--- src/rtl/apb_cfg_master.sv ---
// APB requester for the memory arbiter configuration port.
// Runs one outstanding SETUP/ACCESS transfer per command, with an ACCESS timeout and error counter.
module apb_cfg_master #(
    parameter int unsigned TIMEOUT_P   = 16,
    parameter int unsigned ERR_CNT_W_P = 16
) (
    input  logic                   clk,
    input  logic                   rst,

    input  logic                   cmd_valid,
    output logic                   cmd_ready,
    input  logic                   cmd_wr,
    input  logic [31:0]            cmd_addr,
    input  logic [31:0]            cmd_wdata,
    input  logic [3:0]             cmd_strb,

    output logic                   rsp_valid,
    input  logic                   rsp_ready,
    output logic [31:0]            rsp_rdata,
    output logic                   rsp_slverr,
    output logic                   rsp_timeout,

    output logic                   conf_sel,
    output logic                   conf_enable,
    output logic                   conf_wr,
    output logic [31:0]            conf_addr,
    output logic [31:0]            conf_wdata,
    output logic [3:0]             conf_strb,
    input  logic [31:0]            conf_rdata,
    input  logic                   conf_ready,
    input  logic                   conf_slverr,

    output logic                   busy,
    output logic [ERR_CNT_W_P-1:0] err_count
);

    localparam int unsigned TcW = (TIMEOUT_P == 0) ? 1 : $clog2(TIMEOUT_P + 1);
    localparam logic [TcW-1:0] TcLast = TcW'((TIMEOUT_P == 0) ? 0 : TIMEOUT_P - 1);

    typedef enum logic [1:0] {
        StIdle,
        StSetup,
        StAccess,
        StResp
    } state_e;

    state_e                 state_q, state_d;
    logic                   conf_wr_q, conf_wr_d;
    logic [31:0]            conf_addr_q, conf_addr_d;
    logic [31:0]            conf_wdata_q, conf_wdata_d;
    logic [3:0]             conf_strb_q, conf_strb_d;
    logic [31:0]            rsp_rdata_q, rsp_rdata_d;
    logic                   rsp_slverr_q, rsp_slverr_d;
    logic                   rsp_timeout_q, rsp_timeout_d;
    logic [ERR_CNT_W_P-1:0] err_cnt_q, err_cnt_d;
    logic [TcW-1:0]         tcnt_q, tcnt_d;
    logic                   err_inc;
    logic                   timeout_hit;

    assign timeout_hit = (TIMEOUT_P != 0) && (tcnt_q == TcLast);

    always_comb begin
        state_d       = state_q;
        conf_wr_d     = conf_wr_q;
        conf_addr_d   = conf_addr_q;
        conf_wdata_d  = conf_wdata_q;
        conf_strb_d   = conf_strb_q;
        rsp_rdata_d   = rsp_rdata_q;
        rsp_slverr_d  = rsp_slverr_q;
        rsp_timeout_d = rsp_timeout_q;
        tcnt_d        = tcnt_q;
        err_inc       = 1'b0;

        case (state_q)
            StIdle: begin
                if (cmd_valid) begin
                    conf_wr_d    = cmd_wr;
                    conf_addr_d  = cmd_addr;
                    conf_wdata_d = cmd_wdata;
                    conf_strb_d  = cmd_wr ? cmd_strb : 4'h0;
                    state_d      = StSetup;
                end
            end
            StSetup: begin
                tcnt_d  = '0;
                state_d = StAccess;
            end
            StAccess: begin
                if (conf_ready) begin
                    rsp_rdata_d   = conf_wr_q ? 32'h0 : conf_rdata;
                    rsp_slverr_d  = conf_slverr;
                    rsp_timeout_d = 1'b0;
                    err_inc       = conf_slverr;
                    state_d       = StResp;
                end else if (timeout_hit) begin
                    rsp_rdata_d   = 32'h0;
                    rsp_slverr_d  = 1'b1;
                    rsp_timeout_d = 1'b1;
                    err_inc       = 1'b1;
                    state_d       = StResp;
                end else if (tcnt_q != '1) begin
                    // Saturate so a disabled timeout never wraps into a false hit.
                    tcnt_d = tcnt_q + 1'b1;
                end
            end
            StResp: begin
                if (rsp_ready) begin
                    state_d = StIdle;
                end
            end
            default: state_d = StIdle;
        endcase

        err_cnt_d = (err_inc && (err_cnt_q != '1)) ? err_cnt_q + 1'b1 : err_cnt_q;
    end

    always_ff @(posedge clk or posedge rst) begin
        if (rst) begin
            state_q       <= StIdle;
            conf_wr_q     <= 1'b0;
            conf_addr_q   <= 32'h0;
            conf_wdata_q  <= 32'h0;
            conf_strb_q   <= 4'h0;
            rsp_rdata_q   <= 32'h0;
            rsp_slverr_q  <= 1'b0;
            rsp_timeout_q <= 1'b0;
            err_cnt_q     <= '0;
            tcnt_q        <= '0;
        end else begin
            state_q       <= state_d;
            conf_wr_q     <= conf_wr_d;
            conf_addr_q   <= conf_addr_d;
            conf_wdata_q  <= conf_wdata_d;
            conf_strb_q   <= conf_strb_d;
            rsp_rdata_q   <= rsp_rdata_d;
            rsp_slverr_q  <= rsp_slverr_d;
            rsp_timeout_q <= rsp_timeout_d;
            err_cnt_q     <= err_cnt_d;
            tcnt_q        <= tcnt_d;
        end
    end

    // Handshake and phase outputs decode straight from the state register.
    assign cmd_ready   = (state_q == StIdle);
    assign busy        = (state_q != StIdle);
    assign rsp_valid   = (state_q == StResp);
    assign conf_sel    = (state_q == StSetup) || (state_q == StAccess);
    assign conf_enable = (state_q == StAccess);

    assign conf_wr     = conf_wr_q;
    assign conf_addr   = conf_addr_q;
    assign conf_wdata  = conf_wdata_q;
    assign conf_strb   = conf_strb_q;
    assign rsp_rdata   = rsp_rdata_q;
    assign rsp_slverr  = rsp_slverr_q;
    assign rsp_timeout = rsp_timeout_q;
    assign err_count   = err_cnt_q;

endmodule

--- config.mk ---
export PLATFORM = sky130hd
export DESIGN_NAME = apb_cfg_master
export DESIGN_NICKNAME = d
export VERILOG_FILES = /design/src/rtl/apb_cfg_master.sv
export SDC_FILE = /design/constraint.sdc
export NUM_CORES = 1
export LEC_CHECK = 0
export ABC_AREA = 1
export CORE_ASPECT_RATIO = 0.6
export CORE_MARGIN = 2
export CORE_UTILIZATION = 40
export CTS_BUF_LIST = sky130_fd_sc_hd__clkbuf_8
export DETAILED_ROUTE_END_ITERATION = 8
export PLACE_DENSITY = 0.77
export SYNTH_ARGS = -nofsm -noshare
export SYNTH_HDL_FRONTEND = slang
export SYNTH_SLANG_ARGS = --single-unit
--- constraint.sdc ---
create_clock -name clk -period 3.4 [get_ports clk]
set_input_delay 0.34 -clock clk [delete_from_list [all_inputs] [get_ports clk]]
set_output_delay 0.34 -clock clk [all_outputs]
set_load 0.02 [all_outputs]
==> impl_results.md <==
- Growth of design area from synthesis to finish: 53.6%
- Wire length of the first global-routing pass: approximately 24 mm
- Multi-input gate area: 0.00203 mm2
- DIE AREA: 0.0145 mm2
- Top cells by area in the synthesized netlist: sky130_fd_sc_hd__dfrtp_1, sky130_fd_sc_hd__nand2_1, sky130_fd_sc_hd__nand3_1, sky130_fd_sc_hd__ha_1, sky130_fd_sc_hd__nor2_1
- Drt drc: 0
- GR Util All Layers: 21.2%
- Antenna-violating nets left: 0
- Vert. Die Dim: 93.9 um
- Latest clock arrival within the worst-skew pair: 0.42 ns
- Area of the placeable core: 0.0130 mm2
- Number of rows in the core area: 32
- Detailed Route WL: 14.8 mm
- Total leakage power: around 4 nW
- Cell with the biggest individual delay on the critical path: sky130_fd_sc_hd__dfrtp_1
- Longest individual stage delay on the worst path: 0.38 ns
- Cell count after synthesis: 644
- Setup Total Neg Slack: 0 ns
- Slew at the pin with the worst max-slew slack: 0.726 ns
- Cell type contributing the most total cell area after synthesis: sky130_fd_sc_hd__dfrtp_1
- Sort of element at the end of the critical path: register
- Clock-pin slew on the worst setup and hold paths: 0.07 ns
- Min-Delay Path Class: in2async
- Worst-case clock buffer depth: 2
- Clock buffers created by TritonCTS: 17
- Fillcell total: about 1100
- Worst setup path class: reg2reg
- Clk sinks: 126
- Pin count of the biggest net entering global routing: 74
- Arr. time, crit path: 2.67 ns
- Final Power: 6.92 mW
- Starting density of the core: around two fifths
- Most instantiated library cell after synthesis: sky130_fd_sc_hd__nand2_1
- Number of non-filler instances in the completed layout: 1059
- TritonCTS clock tree: built
- Distinct cell type count after synthesis: 26
- Pwr/cell area: around 840 mW/mm2
- Share of the synthesized area in the top cell type: slightly below 60%
- Most frequent cells after synthesis: sky130_fd_sc_hd__nand2_1, sky130_fd_sc_hd__dfrtp_1, sky130_fd_sc_hd__nand3_1, sky130_fd_sc_hd__nor2_1, sky130_fd_sc_hd__inv_1
- Cts-stage hold buffer count: 0
- Number of DRC markers in iteration 0: 249
- Clock root buffer: sky130_fd_sc_hd__clkbuf_8
- Max capacitance violation total: 0
- Final setup fails: 0
- Placer congestion estimate: 0.845
- Post-DP HPWL: 10.6 mm
- Fin crit share: 67.9%
- GR Overflow Total: 0
- Cell breakdown of the critical path: ha_1 > nand2_1 > nor2_1 > ha_1 > nor2_1 > nor2_4 > buf_4 > o21ai_2 > a21oi_4 > nand2_1 > nand2_1
- Reg2Reg Setup Slack: 1.09 ns
- Number of enable-type register cells in the synthesized netlist: 0
- Slew Limit Headroom: 51.6%
- Via count normalized by instance count: 4.66
- I/O Buffers: 230
- Main flop type after synthesis: sky130_fd_sc_hd__dfrtp_1
- Min Tclk post-route: 2.31 ns
- CTS H-Tree Depth: 4
- Sequential cell area fraction in the yosys report: 58.5%
- DP Cell Count: 1026
- Seq cells post-synth: 126
- Flip-flop and latch area: 0.00315 mm2
- Crit path launch type: register
- Share of synthesized flip-flops with an asynchronous set or reset: 100%
- Worst supply voltage drop on vdd: between 0.4 and 0.5 mV
- Layout cells sized above 1: approximately 6.3%
- Maximum fanout along the worst path: 31
- Number of antenna violations at the first check in global routing: 0
- Worst hold slack: 0.180 ns
- Required time of the worst setup path: about 3.8 ns
- Mean Syn Cell Area: about 8.4 um2
- Nets in the synthesized netlist: around 760
- Post-Route Utilization: 63.7%
- Cell seen most often among critical-path stages: sky130_fd_sc_hd__nand2_1
- Buffers inserted by post-CTS timing repair: 0
- RSZ-0062 raised after global routing: false
- Setup Skew: 0.0135 ns
- Status: finished, final reports clean
- Total number of vias: 4940
- Router iterations before antenna repair: 5
- Synth Cell Area: 0.00539 mm2
- Max Clock Freq: between 400 and 500 MHz
- Floorplan die width: 154 um
- Vias in the first global route: a little under 5000
- Pins Over Slew Limit: 0
- Final number of hold-violating endpoints: 0
- Top-level I/O count: between 200 and 250
- Count of nets after finishing: 990
- Number of gates given a new drive strength after cts: 0
- Synth warnings: 0
- DR WL/cell: 14.0 um
## stage by stage
step | setup slack, ns | instance area, um2
2_1_floorplan | 1.51 | 5400
3_3_place_gp | 1.24 | 7860
3_5_place_dp | 1.12 | 7860
4_1_cts | 1.09 | 8280
5_1_grt | 0.881 | 8280
6_report | 1.09 | 8280
## worst max-delay path, delay by kind of cell, from the launching register on
kind / cells / cell delay [ns]
adder cells (fa/ha/maj): 2 / 0.39
flip-flops: 1 / 0.38
buffers and inverters: 1 / 0.32
AO/OA/AOI/OAI: 2 / 0.53
AND/OR/NAND/NOR: 6 / 0.60
## cell usage in the layout, fill, tap and decap left out, types with 8 or more instances in the layout
cell type	n
sky130_fd_sc_hd__inv_1	22
sky130_fd_sc_hd__ha_1	8
sky130_fd_sc_hd__buf_4	8
sky130_fd_sc_hd__nor2_1	23
sky130_fd_sc_hd__o21ai_0	11
sky130_fd_sc_hd__clkdlybuf4s50_1	230
sky130_fd_sc_hd__nand2_1	351
sky130_fd_sc_hd__dfrtp_1	126
sky130_fd_sc_hd__clkbuf_8	20
sky130_fd_sc_hd__nand3_1	45
## flip-flops by register name, summed over array words and instances (netlist names)
| name | count |
|---|---|
| conf_strb | 4 |
| err_count | 16 |
| conf_addr | 32 |
| rsp_timeout | 1 |
| rsp_rdata | 32 |
| tcnt_q | 5 |
| state_q | 2 |
| conf_wdata | 32 |
| rsp_slverr | 1 |
| conf_wr | 1 |
## per-layer routing
layer  routed length, um  GRT usage [%]
met1                6700           27.6
met2                6450           32.3
met3                1540           9.09
met4                 133           6.31
met5                   0              0
## cell type report
type	count	area share, %
sequential	126	38.1
timing repair buffer	238	28.5
multi-input combinational	466	24.5
clock buffer	20	3.32
tap	170	2.57
clock inverter	12	1.74
inverter	26	1.22
antenna	1	0.0302
## cell families after synthesis
group           after synthesis  share of synthesized area [%]
simple gates                436                           32.9
flops                       126                           58.5
buf+inv                      52                           3.92
compound gates               15                           1.69
fa+ha+maj                     8                           1.86
xor+xnor                      7                           1.14
## where the power goes
part | total [mW] | internal [mW] | switching, mW
sequential | 2.40 | 2.06 | 0.347
combinational | 3.14 | 1.41 | 1.73
clock | 1.38 | 0.777 | 0.600
## path summary, 6_finish.rpt
| path | startpoint | end | depth (start not counted) |
|---|---|---|---|
| min in group clk | cmd_wdata[8] | conf_wdata[8] | 3 |
| worst max register to register | tcnt_q[0] | err_count[11] | 11 |
| worst min register to register | conf_wdata[29] | conf_wdata[29] | 2 |
| worst min-delay path | rst | conf_strb[0] | 2 |
| worst max-delay path | tcnt_q[0] | err_count[11] | 11 |
| max in group asynchronous | rst | conf_wdata[3] | 3 |
No activity file was read; power rests on OpenSTA's default activity.
